## src/rtl/time_display_driver_pkg.sv

```systemverilog
// Shared encodings and seven-segment codes for the time display back end.
package time_display_driver_pkg;

  localparam int unsigned KILO = 1000;

  typedef enum logic [1:0] {
    SELECT_NONE = 2'd0,
    SELECT_SEC  = 2'd1,
    SELECT_MIN  = 2'd2,
    SELECT_HOUR = 2'd3
  } select_e;

  localparam logic [6:0] SEG_DASH = 7'h40;

  function automatic logic [6:0] seg_digit(input logic [3:0] digit);
    logic [6:0] code;
    case (digit)
      4'd0:    code = 7'h3F;
      4'd1:    code = 7'h06;
      4'd2:    code = 7'h5B;
      4'd3:    code = 7'h4F;
      4'd4:    code = 7'h66;
      4'd5:    code = 7'h6D;
      4'd6:    code = 7'h7D;
      4'd7:    code = 7'h07;
      4'd8:    code = 7'h7F;
      4'd9:    code = 7'h6F;
      default: code = SEG_DASH;
    endcase
    return code;
  endfunction

endpackage

```

## src/rtl/time_display_driver_bcd_seg_encoder.sv

```systemverilog
// Converts one binary time field into tens/ones segment codes; out-of-range values show dashes.
module time_display_driver_bcd_seg_encoder
  import time_display_driver_pkg::*;
(
  input  logic [5:0] value_i,
  input  logic       max23_i,
  output logic [6:0] tens_seg_o,
  output logic [6:0] ones_seg_o
);

  logic [3:0] tens_s;
  logic [3:0] ones_s;
  logic       over_s;

  // Split into decimal digits and flag values beyond the field's legal maximum.
  always_comb begin
    tens_s = 4'(value_i / 6'd10);
    ones_s = 4'(value_i % 6'd10);
    if (max23_i) begin
      over_s = (value_i > 6'd23);
    end else begin
      over_s = (value_i > 6'd59);
    end
    if (over_s) begin
      tens_seg_o = SEG_DASH;
      ones_seg_o = SEG_DASH;
    end else begin
      tens_seg_o = seg_digit(tens_s);
      ones_seg_o = seg_digit(ones_s);
    end
  end

endmodule

```

## src/rtl/time_display_driver.sv

```systemverilog
// Six-digit multiplexed seven-segment driver for sec/min/hour with per-field and alert blinking.
module time_display_driver
  import time_display_driver_pkg::*;
#(
  parameter int unsigned CLK_FREQ_HZ      = KILO,
  parameter int unsigned DIGIT_TICKS      = CLK_FREQ_HZ / KILO,
  parameter int unsigned BLINK_HALF_TICKS = CLK_FREQ_HZ / 2,
  parameter bit          SEG_ACTIVE_LOW   = 1'b0
) (
  input  logic       clk,
  input  logic       reset,
  input  logic [5:0] sec_in,
  input  logic [5:0] min_in,
  input  logic [4:0] hour_in,
  input  logic [1:0] select,
  input  logic       alert_in,
  output logic [5:0] an,
  output logic [6:0] seg,
  output logic       dp
);

  localparam int unsigned PW = (DIGIT_TICKS > 1) ? $clog2(DIGIT_TICKS) : 1;
  localparam int unsigned BW = (BLINK_HALF_TICKS > 1) ? $clog2(BLINK_HALF_TICKS) : 1;
  localparam logic [PW-1:0] PRESC_LAST = PW'(DIGIT_TICKS - 1);
  localparam logic [BW-1:0] BLINK_LAST = BW'(BLINK_HALF_TICKS - 1);

  logic [PW-1:0] presc_q, presc_d;
  logic [2:0]    slot_q, slot_d;
  logic          first_q;
  logic [5:0]    snap_sec_q, snap_sec_d, snap_min_q, snap_min_d;
  logic [4:0]    snap_hour_q, snap_hour_d;
  logic [BW-1:0] blink_cnt_q, blink_cnt_d, cnt_eff_s;
  logic          blink_phase_q, blink_phase_d, phase_s;
  logic [1:0]    sel_prev_q;
  logic          alert_prev_q;
  logic [5:0]    an_q, an_d;
  logic [6:0]    seg_q, seg_d;
  logic          dp_q, dp_d;

  logic          wrap_s, restart_s, target_s, blank_s;
  logic [5:0]    view_sec_s, view_min_s;
  logic [4:0]    view_hour_s;
  logic [6:0]    sec_tens_s, sec_ones_s, min_tens_s, min_ones_s, hour_tens_s, hour_ones_s;
  logic [6:0]    digit_seg_s;

  // Slot prescaler; the first cycle after reset shows live inputs so slot 0 is never stale.
  always_comb begin
    presc_d = presc_q;
    slot_d  = slot_q;
    wrap_s  = 1'b0;
    if (presc_q == PRESC_LAST) begin
      presc_d = '0;
      if (slot_q == 3'd5) begin
        slot_d = 3'd0;
        wrap_s = 1'b1;
      end else begin
        slot_d = slot_q + 3'd1;
      end
    end else begin
      presc_d = presc_q + PW'(1);
    end
    if (first_q) begin
      view_sec_s  = sec_in;
      view_min_s  = min_in;
      view_hour_s = hour_in;
    end else begin
      view_sec_s  = snap_sec_q;
      view_min_s  = snap_min_q;
      view_hour_s = snap_hour_q;
    end
    if (first_q || wrap_s) begin
      snap_sec_d  = sec_in;
      snap_min_d  = min_in;
      snap_hour_d = hour_in;
    end else begin
      snap_sec_d  = snap_sec_q;
      snap_min_d  = snap_min_q;
      snap_hour_d = snap_hour_q;
    end
  end

  time_display_driver_bcd_seg_encoder u_sec_enc (
    .value_i(view_sec_s), .max23_i(1'b0), .tens_seg_o(sec_tens_s), .ones_seg_o(sec_ones_s)
  );
  time_display_driver_bcd_seg_encoder u_min_enc (
    .value_i(view_min_s), .max23_i(1'b0), .tens_seg_o(min_tens_s), .ones_seg_o(min_ones_s)
  );
  time_display_driver_bcd_seg_encoder u_hour_enc (
    .value_i({1'b0, view_hour_s}), .max23_i(1'b1), .tens_seg_o(hour_tens_s), .ones_seg_o(hour_ones_s)
  );

  // Blink timer; a restart counts as counter 0 in the same cycle so the field reappears at once.
  always_comb begin
    restart_s = (select != sel_prev_q) || (alert_in && !alert_prev_q);
    if (restart_s) begin
      cnt_eff_s = '0;
      phase_s   = 1'b0;
    end else begin
      cnt_eff_s = blink_cnt_q;
      phase_s   = blink_phase_q;
    end
    if (cnt_eff_s == BLINK_LAST) begin
      blink_cnt_d   = '0;
      blink_phase_d = ~phase_s;
    end else begin
      blink_cnt_d   = cnt_eff_s + BW'(1);
      blink_phase_d = phase_s;
    end
  end

  // Next display word for the current slot, with blanking and output polarity applied.
  always_comb begin
    case (slot_q)
      3'd0:    digit_seg_s = sec_ones_s;
      3'd1:    digit_seg_s = sec_tens_s;
      3'd2:    digit_seg_s = min_ones_s;
      3'd3:    digit_seg_s = min_tens_s;
      3'd4:    digit_seg_s = hour_ones_s;
      3'd5:    digit_seg_s = hour_tens_s;
      default: digit_seg_s = SEG_DASH;
    endcase
    if (alert_in) begin
      target_s = 1'b1;
    end else begin
      case (select)
        SELECT_SEC:  target_s = (slot_q[2:1] == 2'd0);
        SELECT_MIN:  target_s = (slot_q[2:1] == 2'd1);
        SELECT_HOUR: target_s = (slot_q[2:1] == 2'd2);
        default:     target_s = 1'b0;
      endcase
    end
    blank_s = phase_s && target_s;
    if (blank_s) begin
      an_d = {6{SEG_ACTIVE_LOW}};
      dp_d = SEG_ACTIVE_LOW;
    end else begin
      an_d = (6'b000001 << slot_q) ^ {6{SEG_ACTIVE_LOW}};
      dp_d = ((slot_q == 3'd2) || (slot_q == 3'd4)) ^ SEG_ACTIVE_LOW;
    end
    seg_d = digit_seg_s ^ {7{SEG_ACTIVE_LOW}};
  end

  // State and output registers.
  always_ff @(posedge clk or posedge reset) begin
    if (reset) begin
      presc_q       <= '0;
      slot_q        <= 3'd0;
      first_q       <= 1'b1;
      snap_sec_q    <= 6'd0;
      snap_min_q    <= 6'd0;
      snap_hour_q   <= 5'd0;
      blink_cnt_q   <= '0;
      blink_phase_q <= 1'b0;
      sel_prev_q    <= SELECT_NONE;
      alert_prev_q  <= 1'b0;
      an_q          <= {6{SEG_ACTIVE_LOW}};
      seg_q         <= {7{SEG_ACTIVE_LOW}};
      dp_q          <= SEG_ACTIVE_LOW;
    end else begin
      presc_q       <= presc_d;
      slot_q        <= slot_d;
      first_q       <= 1'b0;
      snap_sec_q    <= snap_sec_d;
      snap_min_q    <= snap_min_d;
      snap_hour_q   <= snap_hour_d;
      blink_cnt_q   <= blink_cnt_d;
      blink_phase_q <= blink_phase_d;
      sel_prev_q    <= select;
      alert_prev_q  <= alert_in;
      an_q          <= an_d;
      seg_q         <= seg_d;
      dp_q          <= dp_d;
    end
  end

  assign an  = an_q;
  assign seg = seg_q;
  assign dp  = dp_q;

endmodule
```

## config.mk

```make
export PLATFORM = sky130hd
export DESIGN_NAME = time_display_driver
export DESIGN_NICKNAME = d
export VERILOG_FILES = /design/src/rtl/time_display_driver_pkg.sv /design/src/rtl/time_display_driver_bcd_seg_encoder.sv /design/src/rtl/time_display_driver.sv
export SDC_FILE = /design/constraint.sdc
export NUM_CORES = 1
export LEC_CHECK = 0
export CAP_MARGIN = 20
export CELL_PAD_IN_SITES_DETAIL_PLACEMENT = 0
export CELL_PAD_IN_SITES_GLOBAL_PLACEMENT = 1
export CORE_ASPECT_RATIO = 1.75
export CORE_MARGIN = 4
export CORE_UTILIZATION = 45
export CTS_CLUSTER_SIZE = 40
export DETAILED_ROUTE_END_ITERATION = 8
export DONT_BUFFER_PORTS = 1
export HOLD_SLACK_MARGIN = 0.06
export PLACE_DENSITY = 0.76
export SETUP_SLACK_MARGIN = 0.15
export SLEW_MARGIN = 30
export SYNTH_ARGS = -nofsm -noshare
export SYNTH_HDL_FRONTEND = slang
export SYNTH_SLANG_ARGS = --single-unit
```

## constraint.sdc

```tcl
create_clock -name clk -period 9 [get_ports clk]
set_input_delay 2.25 -clock clk [delete_from_list [all_inputs] [get_ports clk]]
set_output_delay 2.25 -clock clk [all_outputs]
set_load 0.01 [all_outputs]
```

; After elaboration in Yosys (flattened, before gate mapping)
; Memory sizes are Yosys's and may differ from the RTL's.
; Index checks and enable logic that the tools add are counted.
[totals]
ramBits = 0
ff_bits = 49
memories = 6
out_inout_bits = 14
wordCells = 75
latch_bits = 0
inputBits = 22
rom_bits = 672
[classes]
bitwise_logic = 1
mux = 22
multipliers = 0
reduce_logical = 8
n_addsub = 3
n_eq_ne = 12
n_shift = 1
magnitude_cmp = 3
div_mod_pow = 6
[mem_list]
columns = memory, words, word_bits, read_ports, rd_ports_with_merged_regs, write_ports, line_no
row1 = (name not given), 16, 7, 1, 0, 0, time_display_driver_pkg.sv:17  ; case (digit)
row2 = (name not given), 16, 7, 1, 0, 0, time_display_driver_pkg.sv:17
row3 = (name not given), 16, 7, 1, 0, 0, time_display_driver_pkg.sv:17
row4 = (name not given), 16, 7, 1, 0, 0, time_display_driver_pkg.sv:17
row5 = (name not given), 16, 7, 1, 0, 0, time_display_driver_pkg.sv:17
row6 = (name not given), 16, 7, 1, 0, 0, time_display_driver_pkg.sv:17
[ops]
columns = cell, n
row1 = $mux 7, 6
row2 = $pmux 7 s6, 1
row3 = $mux 6, 3
row4 = $mux 9, 2
row5 = $div 6x4->6 const B, 2
row6 = $gt 6x6->1 const B, 2
row7 = $mod 6x4->6 const B, 2
row8 = $add 9x1->9 const B, 1
row9 = $eq 9x9->1 const B, 1
row10 = $mux 1, 7
row11 = $div 5x4->6 const B, 1
row12 = $eq 2x2->1 const B, 3
row13 = $eq 3x2->1 const B, 2
row14 = $eq 3x3->1 const B, 2
row15 = $mod 5x4->6 const B, 1
row16 = $shl 1x3->6 const A, 1
row17 = $gt 5x5->1 const B, 1
row18 = $mux 5, 1
row19 = $eq 2x1->1 const B, 2
row20 = $add 3x1->3 const B, 1
row21 = $eq 3x1->1 const B, 1
row22 = $logic_not 3->1, 1
row23 = $logic_or 1x1->1, 3
row24 = $mux 3, 1
row25 = 7 further kinds, 8

; Longest topological paths before layout
[logic_depth]
word_depth = 6
mapped_depth = 19
mapped_depth_nobuf = 17

; Modules after synthesis
; Synthesis repeated with hierarchy kept, for this count alone.
[unflattened]
hier_cells = 526
area_unflattened_um2 = 4750.8
[by_module_without_submodules]
columns = mod, seq_area_each_um2, n_inst, area_each_um2, cells_per_inst
row1 = time_display_driver, 1202.4, 1, 2498.6, 208
row2 = time_display_driver_bcd_seg_encoder, 0.0, 3, 750.7, 106

; Least setup slack after synthesis
; No wires, ideal clock.
[synth_timing]
path_kind = input to register
startpoint = input port min_in[3]
endpoint = register seg_q[4] (netlist: seg[4])
required_time_ns = 8.867
n_path_buf = 1
setup_time_ns = 0.133
cell_stages = 17
arrival_ns = 4.977
slack_ns = 3.890
cell_sequence = mux2_4 > inv_2 > ha_1 > nor2b_1 > a221oi_1 > o21ai_1 > and3_1 > clkbuf_1 > nor2_1 > nor2_1 > xnor2_1 > inv_1 > ha_1 > inv_1 > nor2_1 > a311oi_1 > nand4_1
[synth_via]
elab_chain_len = 5
elab_cells_between_ends = 9
classes_between = div: 2 / order compare: 1 / mux: 4 / memory: 2
[synth_rtl]
columns = item, line_no
row1 = from (decl), time_display_driver.sv:13  ; input logic [5:0] min_in,
row2 = $mux 6 *, time_display_driver.sv:62  ; if (first_q) begin
row3 = $div 6x4->6 / $mod 6x4->6 (equally long branches), "time_display_driver_bcd_seg_encoder.sv:17, time_display_driver_bcd_seg_encoder.sv:18"
row4 = $mem_v2 16x7, -
row5 = $mux 7, time_display_driver_bcd_seg_encoder.sv:24  ; if (over_s) begin
row6 = $pmux 7 s6 *, time_display_driver.sv:113  ; case (slot_q)
row7 = net digit_seg_s[4], time_display_driver.sv:44  ; logic [6:0] digit_seg_s;
row8 = to (signal assigned), time_display_driver.sv:157  ; seg_q <= {7{SEG_ACTIVE_LOW}};
row9 = to (signal assigned), time_display_driver.sv:171  ; seg_q <= seg_d;
row10 = to (decl), time_display_driver.sv:37  ; logic [6:0] seg_q, seg_d;
; The timed path passes the listed nets; every way through them passes the cells marked *.
; A chain may end at the register's enable or synchronous reset.

; Final worst setup path
; Same ends and word-level chain as after synthesis.

==> run_results.csv <==
group,metric,value,unit
pwr,leakage,1.828,nW
synthesis,synth-main-ff-cell,"dfrtp_1",
pwr,p_per_area,164.6,mW/mm²
detailed_routing,drt_iter0_markers,164,
final_layout,diodes,0,
detailed_routing,vias,3613,
global_route,grt.total_usage,0.2074,
global_route,grt_max_degree,49,
critical_path,required,9160,ps
synthesis,yosysTopAreaCell,"dfrtp_1",
critical_path,crit_end,"seg[4]$_DFF_PP0_",
sta,fin_skew,6.863,ps
clock_network,cts_max_level,2,
synthesis,synth_top_area_frac,0.2849,
global_route,grt_overflow,0,
clock_network,cts.clk_slew.worst_paths,70,ps
clock_network,clockBufferDepth,2,
final_layout,drive_above_1_share,0.1285,
place,hpwlAfterDp,8442,µm
critical_path,r2r_end,"seg[4]$_DFF_PP0_",
floorplanning,ios,36,
critical_path,path_class,"input pin to register",
clock_network,cts_resized,0,
hold_path,hold_path.class,"register to register",
synthesis,synth_nets,526,
clock_network,clock_latency,290,ps
detailed_routing,ant_nets,0,
detailed_routing,post-route-drc-count,0,
outcome,status,"finished clean",
floorplanning,start_util,0.4568,
run,cap_violations,0,
floorplanning,core-area,0.009036,mm²
global_route,grt_pass1_wl,17860,µm
final_layout,postLayoutCoreUtil,0.4862,
synthesis,netlist_top_cells_count,"47 x dfrtp_1, 43 x nor2_1, 37 x a21oi_1, 32 x ha_1",
critical_path,end_kind,"register",
critical_path,crit_start,"min_in[3]",
sta,fin_crit_sh,0.6018,
global_route,grt_antenna_before_repair,0,
synthesis,yosys-top-cells-area,"dfrtp_1 28%, ha_1 9.7%, mux2_2 7.4%",
global_route,grt_pass1_vias,3548,
critical_path,worstPathArrival,5570,ps
clock_network,cts_buffers,5,
detailed_routing,wl,10800,µm
synthesis,synth.avg_cell_area,8.745,µm²
synthesis,yosys_register_bits,48,
floorplanning,die_area,0.01083,mm²
sta,worstMarginPinSlew,832.6,ps
clock_network,post_cts_buffers,0,
place,gp_congestion,0.9781,
critical_path,reg2reg_slack,4490,ps
place,portBuffers,0,
sta,fin_crit,5416,ps
floorplanning,core.rowCount,46,
critical_path,crit_path_max_fanout,10,
sta,hold_viol,0,
sta,report.final.slew_viol_count,0,
synthesis,synth_cell_types,69,
final_layout,fill_cells,900,
detailed_routing,vias_per_cell,6.155,
detailed_routing,first_pass_iters,4,
synthesis,synth_cells,472,
critical_path,worstRegToRegCells,17,
sta,setup_violations,0,
pwr,ir_worst_vdd,74.68,µV
clock_network,cts-root-buf,"clkbuf_16",
clock_network,cts.sinks,48,
synthesis,ys_async_sr_fraction,1.000,
floorplanning,die_h,134.7,µm
detailed_routing,wl_per_cell,18.40,µm
clock_network,hold_buffers,0,
synthesis,synth_edf_count,0,
final_layout,area_growth,6.426,%
sta,rsz0062_at_grt,"no",
final_layout,nNetsFinal,520,
sta,setup-tns-final,0,ps
sta,max_slew_margin,0.4290,
synthesis,yosysMostFrequentCell,"dfrtp_1",
sta,fmax,184.6,MHz
critical_path,r2r_start,"first_q$_DFF_PP1_",
critical_path,startpoint_type,"input pin",
floorplanning,dieWidth,80.40,µm
synthesis,syn_area,0.004128,mm²
synthesis,synth_seq_area_share,0.2913,
synthesis,synth_warnings,0,
clock_network,cts_tree,"done",
## layer usage
layer	wire, µm	GRT usage
met2	6163	0.4022
met3	310	0.02403
met1	4055	0.2225
met4	272	0.07425
met5	0	0
## cells by family (layout without fill, tap and decap cells)
kind of cell | after synthesis | count (layout) | share of synthesized area
AOI/OAI and AO/OA | 137 | 137 | 0.2252
DFF | 48 | 48 | 0.2913
xor gates and xnor gates | 11 | 11 | 0.02334
muxes | 45 | 45 | 0.1270
adders and majority gates | 32 | 32 | 0.09700
and+or+nand+nor | 158 | 158 | 0.1925
buffers and inverters | 40 | 35 | 0.04274
other | 1 | 1 | 0.0009085
## cell usage in the layout (no fill, tap or decap), types with 6 or more instances in the layout
| cell type | synthesis | layout |
|---|---|---|
| dfrtp_1 | 47 | 47 |
| nor2_1 | 43 | 43 |
| a21oi_1 | 37 | 36 |
| ha_1 | 32 | 32 |
| nand2_1 | 30 | 30 |
| o21ai_0 | 30 | 30 |
| mux2_2 | 27 | 27 |
| inv_1 | 21 | 20 |
| nand3_1 | 16 | 16 |
| nor3_1 | 14 | 14 |
| o211ai_1 | 13 | 13 |
| mux2i_1 | 11 | 11 |
| nor2b_1 | 9 | 9 |
| nor4_1 | 9 | 9 |
| nand4_1 | 9 | 9 |
| or3_1 | 7 | 7 |
| a211oi_1 | 7 | 7 |
| xor2_1 | 6 | 6 |
## cell type report
class / count / area, µm² / area share
Tap cell: 120 / 150.1 / 0.03418
Multi-Input combinational cell: 384 / 2760 / 0.6283
Sequential cell: 48 / 1202 / 0.2737
Clock buffer: 5 / 125.1 / 0.02848
Inverter: 26 / 101.3 / 0.02307
Timing Repair Buffer: 1 / 7.507 / 0.001709
Clock inverter: 3 / 46.29 / 0.01054
## worst max-delay path, stage by stage
cell and delay, ps:
mux2_4 300, inv_2 160, ha_1 290, nor2b_1 170, o211ai_1 160, a21oi_1 110, nor3_1 360, nor2_1 110
nor2_1 370, xnor2_1 250, inv_1 140, ha_1 200, inv_1 70, nor2_1 50, a311oi_1 420, nand4_1 150
## worst min path at each step
stage                     depth (start not counted)                        end                 startpoint  slack [ps]
after floorplan                                   1  snap_sec_q[4]$_DFFE_PP0P_  snap_sec_q[4]$_DFFE_PP0P_         480
after global placement                            1  snap_min_q[0]$_DFFE_PP0P_  snap_min_q[0]$_DFFE_PP0P_         480
after CTS                                         1  snap_sec_q[4]$_DFFE_PP0P_  snap_sec_q[4]$_DFFE_PP0P_         510
after global routing                              1  snap_sec_q[3]$_DFFE_PP0P_  snap_sec_q[3]$_DFFE_PP0P_         540
final                                             1  snap_min_q[3]$_DFFE_PP0P_  snap_min_q[3]$_DFFE_PP0P_         510
after detailed placement                          1  snap_sec_q[4]$_DFFE_PP0P_  snap_sec_q[4]$_DFFE_PP0P_         500
## power by group
group / total (W) / internal [W] / switching (W)
clock: 0.000217 / 0.000132 / 0.0000852
combinational: 0.000256 / 0.0000940 / 0.000162
sequential: 0.000250 / 0.000234 / 0.0000163
## metrics by stage
stage	total power (W)	cell area [µm²]	setup slack, ps	hold slack (ps)	instances
final	0.0007233	4393	3584	509.9	587
after global routing	0.0007679	4393	3217	535.4	587
after CTS	0.0007283	4393	3577	510.8	587
after detailed placement	0.0005079	4222	3276	495.3	579
after global placement	0.0005041	4212	3298	483.3	579
after floorplan	0.0004493	4128	3890	475.4	472
## registers in the layout, indices dropped and copies added (netlist names)
signal,cells
blink_cnt_q,9
seg,7
an,6
snap_min_q,6
snap_sec_q,6
snap_hour_q,5
slot_q,3
sel_prev_q,2
alert_prev_q,1
blink_phase_q,1
dp,1
first_q,1
Power figures use the tool's default switching activity.
